<file path="src/rtl/audio_sched_pkg.sv">
// Shared types and default sizing for the tone-channel beat scheduler.
// Holds the scheduler state enum plus loop/effect length and width constants.
package audio_sched_pkg;

    localparam int DEF_BEAT_W   = 12;
    localparam int DEF_LOOP_LEN = 1200;
    localparam int DEF_NUM_SFX  = 4;
    localparam int DEF_SFX_LEN  = 16;
    localparam int DEF_ID_W     = 2;
    localparam int DEF_SB_W     = 4;

    typedef enum logic [1:0] {
        IDLE   = 2'd0,
        MUSIC  = 2'd1,
        SFX    = 2'd2,
        PAUSED = 2'd3
    } sched_state_t;

endpackage

</file>
<file path="src/rtl/sfx_prio_arbiter.sv">
// Combinational fixed-priority arbiter: lowest asserted request index wins.
// Ports: req (in), gnt one-hot (out), id encoded winner (out), any_req (out).
module sfx_prio_arbiter #(
    parameter int NUM_SFX = 4,
    parameter int ID_W    = 2
) (
    input  logic [NUM_SFX-1:0] req,
    output logic [NUM_SFX-1:0] gnt,
    output logic [ID_W-1:0]    id,
    output logic               any_req
);

    // Scan from the top down so the lowest set index is written last.
    always_comb begin
        gnt = '0;
        id  = '0;
        for (int i = NUM_SFX - 1; i >= 0; i--) begin
            if (req[i]) begin
                gnt    = '0;
                gnt[i] = 1'b1;
                id     = ID_W'(i);
            end
        end
    end

    assign any_req = |req;

endmodule

</file>
<file path="src/rtl/audio_beat_scheduler.sv">
// Beat-rate scheduler for the tone channel: music beat index plus effect arbitration.
// Ports: clk22, rst, music_en, pause, sfx_req in; sfx_ack, beat_num, music_mute,
// sfx_active, sfx_id, sfx_beat, loop_done out (all registered).
module audio_beat_scheduler
    import audio_sched_pkg::*;
#(
    parameter int BEAT_W   = DEF_BEAT_W,
    parameter int LOOP_LEN = DEF_LOOP_LEN,
    parameter int NUM_SFX  = DEF_NUM_SFX,
    parameter int SFX_LEN  = DEF_SFX_LEN,
    parameter int ID_W     = DEF_ID_W,
    parameter int SB_W     = DEF_SB_W
) (
    input  logic               clk22,
    input  logic               rst,
    input  logic               music_en,
    input  logic               pause,
    input  logic [NUM_SFX-1:0] sfx_req,
    output logic [NUM_SFX-1:0] sfx_ack,
    output logic [BEAT_W-1:0]  beat_num,
    output logic               music_mute,
    output logic               sfx_active,
    output logic [ID_W-1:0]    sfx_id,
    output logic [SB_W-1:0]    sfx_beat,
    output logic               loop_done
);

    sched_state_t       state, state_n;
    logic [NUM_SFX-1:0] gnt;
    logic [ID_W-1:0]    gnt_id;
    logic               any_req;

    logic [NUM_SFX-1:0] ack_n;
    logic [BEAT_W-1:0]  beat_n;
    logic               mute_n;
    logic               active_n;
    logic [ID_W-1:0]    id_n;
    logic [SB_W-1:0]    sb_n;
    logic               loop_n;
    logic               do_grant;

    sfx_prio_arbiter #(
        .NUM_SFX (NUM_SFX),
        .ID_W    (ID_W)
    ) u_arb (
        .req     (sfx_req),
        .gnt     (gnt),
        .id      (gnt_id),
        .any_req (any_req)
    );

    always_comb begin
        state_n  = state;
        beat_n   = beat_num;
        ack_n    = '0;
        mute_n   = 1'b1;
        active_n = sfx_active;
        id_n     = sfx_id;
        sb_n     = sfx_beat;
        loop_n   = 1'b0;
        do_grant = 1'b0;

        if (pause) begin
            state_n = PAUSED;
        end else begin
            unique case (state)
                IDLE: begin
                    beat_n = '0;
                    if (any_req) begin
                        do_grant = 1'b1;
                    end else if (music_en) begin
                        state_n = MUSIC;
                        mute_n  = 1'b0;
                    end
                end
                MUSIC: begin
                    if (any_req) begin
                        // Music freezes on the grant edge.
                        do_grant = 1'b1;
                        if (!music_en) beat_n = '0;
                    end else if (!music_en) begin
                        beat_n  = '0;
                        state_n = IDLE;
                    end else begin
                        mute_n = 1'b0;
                        if (beat_num == BEAT_W'(LOOP_LEN)) begin
                            beat_n = '0;
                            loop_n = 1'b1;
                        end else begin
                            beat_n = beat_num + BEAT_W'(1);
                        end
                    end
                end
                SFX: begin
                    if (!music_en) beat_n = '0;
                    if (sfx_beat == SB_W'(SFX_LEN - 1)) begin
                        if (any_req) begin
                            do_grant = 1'b1;
                        end else begin
                            active_n = 1'b0;
                            if (music_en) begin
                                state_n = MUSIC;
                                mute_n  = 1'b0;
                            end else begin
                                state_n = IDLE;
                            end
                        end
                    end else begin
                        sb_n = sfx_beat + SB_W'(1);
                    end
                end
                PAUSED: begin
                    // Exit edge only restores the state; counting resumes next edge.
                    if (!music_en) beat_n = '0;
                    if (sfx_active) begin
                        state_n = SFX;
                    end else if (music_en) begin
                        state_n = MUSIC;
                        mute_n  = 1'b0;
                    end else begin
                        state_n = IDLE;
                    end
                end
                default: begin
                    state_n = IDLE;
                end
            endcase
        end

        if (do_grant) begin
            state_n  = SFX;
            ack_n    = gnt;
            id_n     = gnt_id;
            sb_n     = '0;
            active_n = 1'b1;
        end
    end

    always_ff @(posedge clk22 or posedge rst) begin
        if (rst) begin
            state      <= IDLE;
            beat_num   <= '0;
            sfx_ack    <= '0;
            sfx_active <= 1'b0;
            sfx_id     <= '0;
            sfx_beat   <= '0;
            music_mute <= 1'b1;
            loop_done  <= 1'b0;
        end else begin
            state      <= state_n;
            beat_num   <= beat_n;
            sfx_ack    <= ack_n;
            sfx_active <= active_n;
            sfx_id     <= id_n;
            sfx_beat   <= sb_n;
            music_mute <= mute_n;
            loop_done  <= loop_n;
        end
    end

endmodule

</file>
<file path="config.mk">
export PLATFORM = sky130hd
export DESIGN_NAME = audio_beat_scheduler
export DESIGN_NICKNAME = d
export VERILOG_FILES = /design/src/rtl/audio_sched_pkg.sv /design/src/rtl/sfx_prio_arbiter.sv /design/src/rtl/audio_beat_scheduler.sv
export SDC_FILE = /design/constraint.sdc
export NUM_CORES = 1
export LEC_CHECK = 0
export CORE_MARGIN = 2
export CORE_UTILIZATION = 49
export CTS_CLUSTER_DIAMETER = 60
export DETAILED_ROUTE_END_ITERATION = 10
export PLACE_DENSITY = 0.84
export SKIP_CTS_REPAIR_TIMING = 1
export SLEW_MARGIN = 25
export SYNTH_ARGS = -nofsm -noshare
export SYNTH_HDL_FRONTEND = slang
export SYNTH_SLANG_ARGS = --single-unit
</file>
<file path="constraint.sdc">
create_clock -name clk22 -period 2.7 [get_ports clk22]
set_clock_uncertainty 0.1 [all_clocks]
set_input_delay 0.81 -clock clk22 [delete_from_list [all_inputs] [get_ports clk22]]
set_output_delay 0.81 -clock clk22 [all_outputs]
set_load 0.02 [all_outputs]
</file>
## Word level (Yosys, flattened, before mapping)

Index checks and enable logic that the tools add are counted.
Widths: inputs -> output; s select.

- Equal/unequal tests: 14
- Reduce and logical (&&, ||, !) cells: 9
- Multiplexer cells: 49
- $add $sub $neg: 2

Operator list:

| operator | number |
|---|---|
| $mux 12 | 4 |
| $mux 4 | 9 |
| $pmux 12 s3 | 1 |
| $mux 2 | 13 |
| $ne 4x4->1 const B | 6 |
| $mux 1 | 19 |
| $add 12x1->12 const B | 1 |
| $eq 12x11->1 const B | 1 |
| $pmux 2 s4 | 1 |
| $reduce_and 6->1 | 1 |
| $add 4x1->4 const B | 1 |
| $eq 2x2->1 const B | 2 |
| $eq 4x4->1 const B | 1 |
| $ne 2x1->1 const B | 2 |
| $reduce_and 4->1 | 1 |
| $reduce_bool 2->1 | 2 |
| $reduce_or 2->1 | 2 |
| $reduce_or 4->1 | 1 |
| $pmux 1 s3 | 1 |
| $reduce_and 3->1 | 1 |
| $eq 2x1->1 const B | 1 |
| $logic_not 2->1 | 1 |
| $ne 2x2->1 const B | 1 |
| $pmux 1 s2 | 1 |

- Input bits: 8
- Flip-flop bits (word level): 27
- Output and inout port bits: 25
- Word-level logic and storage cells: 82

## Logic depth before layout (Yosys ltp)

- Depth in word-level cells: 7
- Gate-level depth with buffers: 7
- Gate-level depth less buffers: 6

## By module

A second synthesis with hierarchy kept.

- Cells, all modules: 151
- Area, all modules: 1551.5 um^2

Modules (own cells, without submodules):

| module | seq. area each (um^2) | area each (um^2) | instances | cells an instance |
|---|---|---|---|---|
| audio_beat_scheduler | 676.9 | 1492.7 | 1 | 141 |
| sfx_prio_arbiter | 0.0 | 58.8 | 1 | 10 |

## Worst setup path before layout

OpenSTA, ideal clock, no wires.

- Path type: input -> register
- Start: in sfx_req[1]
- End: reg beat_num[9]
- Setup time: 0.101 ns
- Required time: 2.499 ns
- Setup slack: 0.419 ns
- Stages on the path: 4
- Data arrival time: 2.081 ns
- Path buffers: 0
- Cells stage by stage: or4_4 > nor4_4 > nand3_1 > o311ai_2

- Cells in the longest elaborated chain, start to end: 3

Ends and longest elaborated chain:

| what | RTL line | text |
|---|---|---|
| start, declared | audio_beat_scheduler.sv:18 | `input logic [NUM_SFX-1:0] sfx_req,` |
| $reduce_or 4->1 | sfx_prio_arbiter.sv:26 | `assign any_req = \|req;` |
| $mux 12 | audio_beat_scheduler.sv:77 | `if (any_req) begin` |
| $pmux 12 s3 | audio_beat_scheduler.sv:66 | `unique case (state)` |
| end signal, assigned | audio_beat_scheduler.sv:151 | `beat_num <= beat_n;` |
| end, declared | audio_beat_scheduler.sv:20 | `output logic [BEAT_W-1:0] beat_num,` |

Every way passes these cells.
A chain may end at the register's enable or synchronous reset.

## Final worst setup path

Ends and elaborated chain as after synthesis.

==> impl_results.md <==
- I/O pin count: 33
- Status: finished, final reports clean
- Area Overhead vs Synth: 32.33%
- Compound-cell area share of the yosys netlist: 16.17%
- Post-place instance area: 1899 um^2
- Synthesized area: 1455 um^2
- Area of the multi-input gates: 728.2 um^2
- Wire per inst: 15.72 um
- Fin util: 69.23%
- GRT overflow: 0
- Avg Synthesized Cell Area: 9.766 um^2
- Layout cells sized above 1: 14.36%
- P_int: 0.7046 mW
- Fin crit period: 2.501 ns
- Grt met1 use: 31.05%
- CP Launch Type: input port
- IO buf count: 32
- Num CTS Buffers: 3
- Met2 GRT Util: 38.84%
- Post-synth EDFFs: 0
- Async set-or-reset flop fraction in the synthesized netlist: 100.0%
- Worst-path clk slew: 0.14 ns
- Starting Density: 52.32%
- Worst setup EP type: register
- Count of cell types in the netlist: 47
- Initial DRC Count: 80
- HP Class: register to register
- Worst-margin pin slew: 0.7510 ns
- Sequential power share: 49.8%
- Clk_lat worst skew: 0.32 ns
- CTS sink count: 27
- Final Hold Fails: 0
- Buf+Inv Stages, Crit Path: 3
- Synth Area in Adders: 2.580%
- CP delay by family, top: buffers and inverters
- ANT nets after route: 0
- Via count: 1346
- Via-per-instance ratio: 5.956
- Placer Congestion: 0.8463
- Routed wire length: 3.552 mm
- Comb pwr share: 34.3%
- Antenna diodes: 0
- Slew margin rel.: 49.60%
- Most frequent CP cell: buf_4
- Mux share of post-synthesis cell area: 2.236%
- CP Cell Sequence: clkdlybuf4s50_1, or4_4, nor4_4, buf_4, buf_4, o2111ai_1, o311ai_2
- Ys Warns: 0
- Data arrival, critical path: 2.64 ns
- Slowest CP cell: or4_4
- Row count: 19
- Worst setup path category: input port to register
- DRC Markers: 0
- Fin. max-slew vios: 0
- VDD IR max: 0.5625 mV
- Fin area: 1926 um^2
- Largest net degree at the start of global routing: 21
- Global route hottest layer: met2
- Vias in the first global route: 1291
- Fmax: 0.3998 GHz
- CTS tree: built
- DR pass1 iterations: 4
- Critical-path maximum fanout: 9
- Number of fill cells in the layout: 210
- NumNets Final: 207
- Root buffer cell: clkbuf_4
- Post-Synth Simple-Gate Area: 27.86%
- Chip width: 58.50 um
- MaxCap Viol Count: 0
- Synth Flop Type: dfrtp_1
- Worst Path Required: 2.84 ns
- Die Y: 58.50 um
- RSZ-0062 raised after global routing: no
- Sw power: 0.3680 mW
- Tot GR Track Use: 23.32%
- Period utilisation layout: 92.64%
- Synth Area in XOR/XNOR: 1.204%
- Cell count after synthesis: 149
- Switch share: 34.31%
- Clock share of power: 15.9%
- CTS max path bufs: 2
- Post-synthesis register bit count: 27
- Pwr/cell area: 557.0 nW/um^2
- Static Leak: 0.8412 nW
- Final hold slack: 0.4226 ns
- Die ar.: 3422 um^2
- First-pass GRT wire length: 6.078 mm
- Final setup vio count: 0
- Routing usage on met3: 4.615%
- H-tree depth reported by CTS: 1
- Seq/Total Area, Yosys: 46.52%
- Core ar.: 2781 um^2
- DPL Wire Length: 2.676 mm
- Syn Nets: 160
- Max stage delay on crit path: 0.56 ns
- Reg area: 676.9 um^2
- Antenna violations before repair: 0
- Combinational family with the most area after synthesis: simple AND/OR/NAND/NOR gates
==> kinds of logic after synthesis <==
family          count (synthesis)
compound gates                 33
fa+ha+maj                       3
simple gates                   70
flops                          27
xor+xnor                        2
buf+inv                        11
mux                             3
==> final timing paths <==
check | start | endpoint | slack [ns] | cells after the start
min in group asynchronous | rst | loop_done$_DFF_PP0_ | 0.61 | 2
max reg2reg | sfx_beat[0]$_DFFE_PP0P_ | sfx_id[1]$_DFFE_PP0P_ | 0.62 | 6
min reg2reg | sfx_id[0]$_DFFE_PP0P_ | sfx_id[0]$_DFFE_PP0P_ | 0.42 | 1
max in group asynchronous | rst | music_mute$_DFF_PP1_ | 1.29 | 3
min | sfx_id[0]$_DFFE_PP0P_ | sfx_id[0]$_DFFE_PP0P_ | 0.42 | 1
max | sfx_req[1] | beat_num[9]$_DFFE_PP0N_ | 0.20 | 7
==> area by class of cell <==
cell class                 instances  share of cell area, %
clock buffer                       4                  1.365
multi-input combinational        111                  37.82
sequential                        27                  35.15
tap                               31                  2.014
inverter                           6                  1.170
timing repair buffer              47                  22.48
==> stage by stage <==
step	power [mW]	setup TNS (ns)	instances	setup WS [ns]
3_3_place_gp	0.8901	-0.3158	222	-0.09508
4_1_cts	1.077	0	226	0.2005
5_1_grt	1.137	0	226	0.1456
2_1_floorplan	0.7331	0	149	0.4186
6_report	1.073	0	226	0.1987
3_5_place_dp	0.9088	-0.8849	222	-0.1454
==> cells in the mapped netlist, drive strengths merged, types with 3 or more instances <==
master  number  area share (%)
dfrtp       26              45
clkbuf       3            0.77
nand3       11             3.8
nand4        4             1.7
nand2       13             3.5
a31oi        6             2.6
and4         3             1.8
o21ai        4             1.4
inv          6             1.5
and3         7             3.0
and2         3             1.3
ha           3             2.6
nor2        13             3.4
a21oi        7             2.4
==> layout by cell type (no fill, tap or decap), types with 3 or more instances in the layout <==
| master | n |
|---|---|
| a21oi_1 | 7 |
| a31oi_1 | 6 |
| and2_1 | 3 |
| and3_1 | 7 |
| and4_1 | 3 |
| buf_4 | 15 |
| clkbuf_4 | 3 |
| clkdlybuf4s50_1 | 32 |
| dfrtp_1 | 26 |
| ha_1 | 3 |
| inv_1 | 6 |
| nand2_1 | 12 |
| nand3_1 | 11 |
| nand4_1 | 4 |
| nor2_1 | 13 |
==> routing by layer <==
layer / routed length, um / vias up
li1: - / 652
met1: 1557 / 651
met2: 1795 / 39
met3: 152 / 4
met4: 47 / 0
met5: 0 / -
==> sequential cells by signal, indices dropped and copies added (netlist names) <==
| signal | flops |
|---|---|
| sfx_id | 2 |
| state | 2 |
| loop_done | 1 |
| sfx_ack | 4 |
| sfx_beat | 4 |
| beat_num | 12 |
| music_mute | 1 |
| sfx_active | 1 |
==> power by group through the flow <==
stage               Combinational, mW  Sequential (mW)  Clock [mW]
floorplan                       0.152            0.581           0
CTS                             0.371            0.533       0.173
finish                          0.368            0.534       0.170
detailed placement              0.368            0.541           0
global route                    0.397            0.547       0.193
global placement                0.355            0.535           0
(Power assumes the default switching activity.)
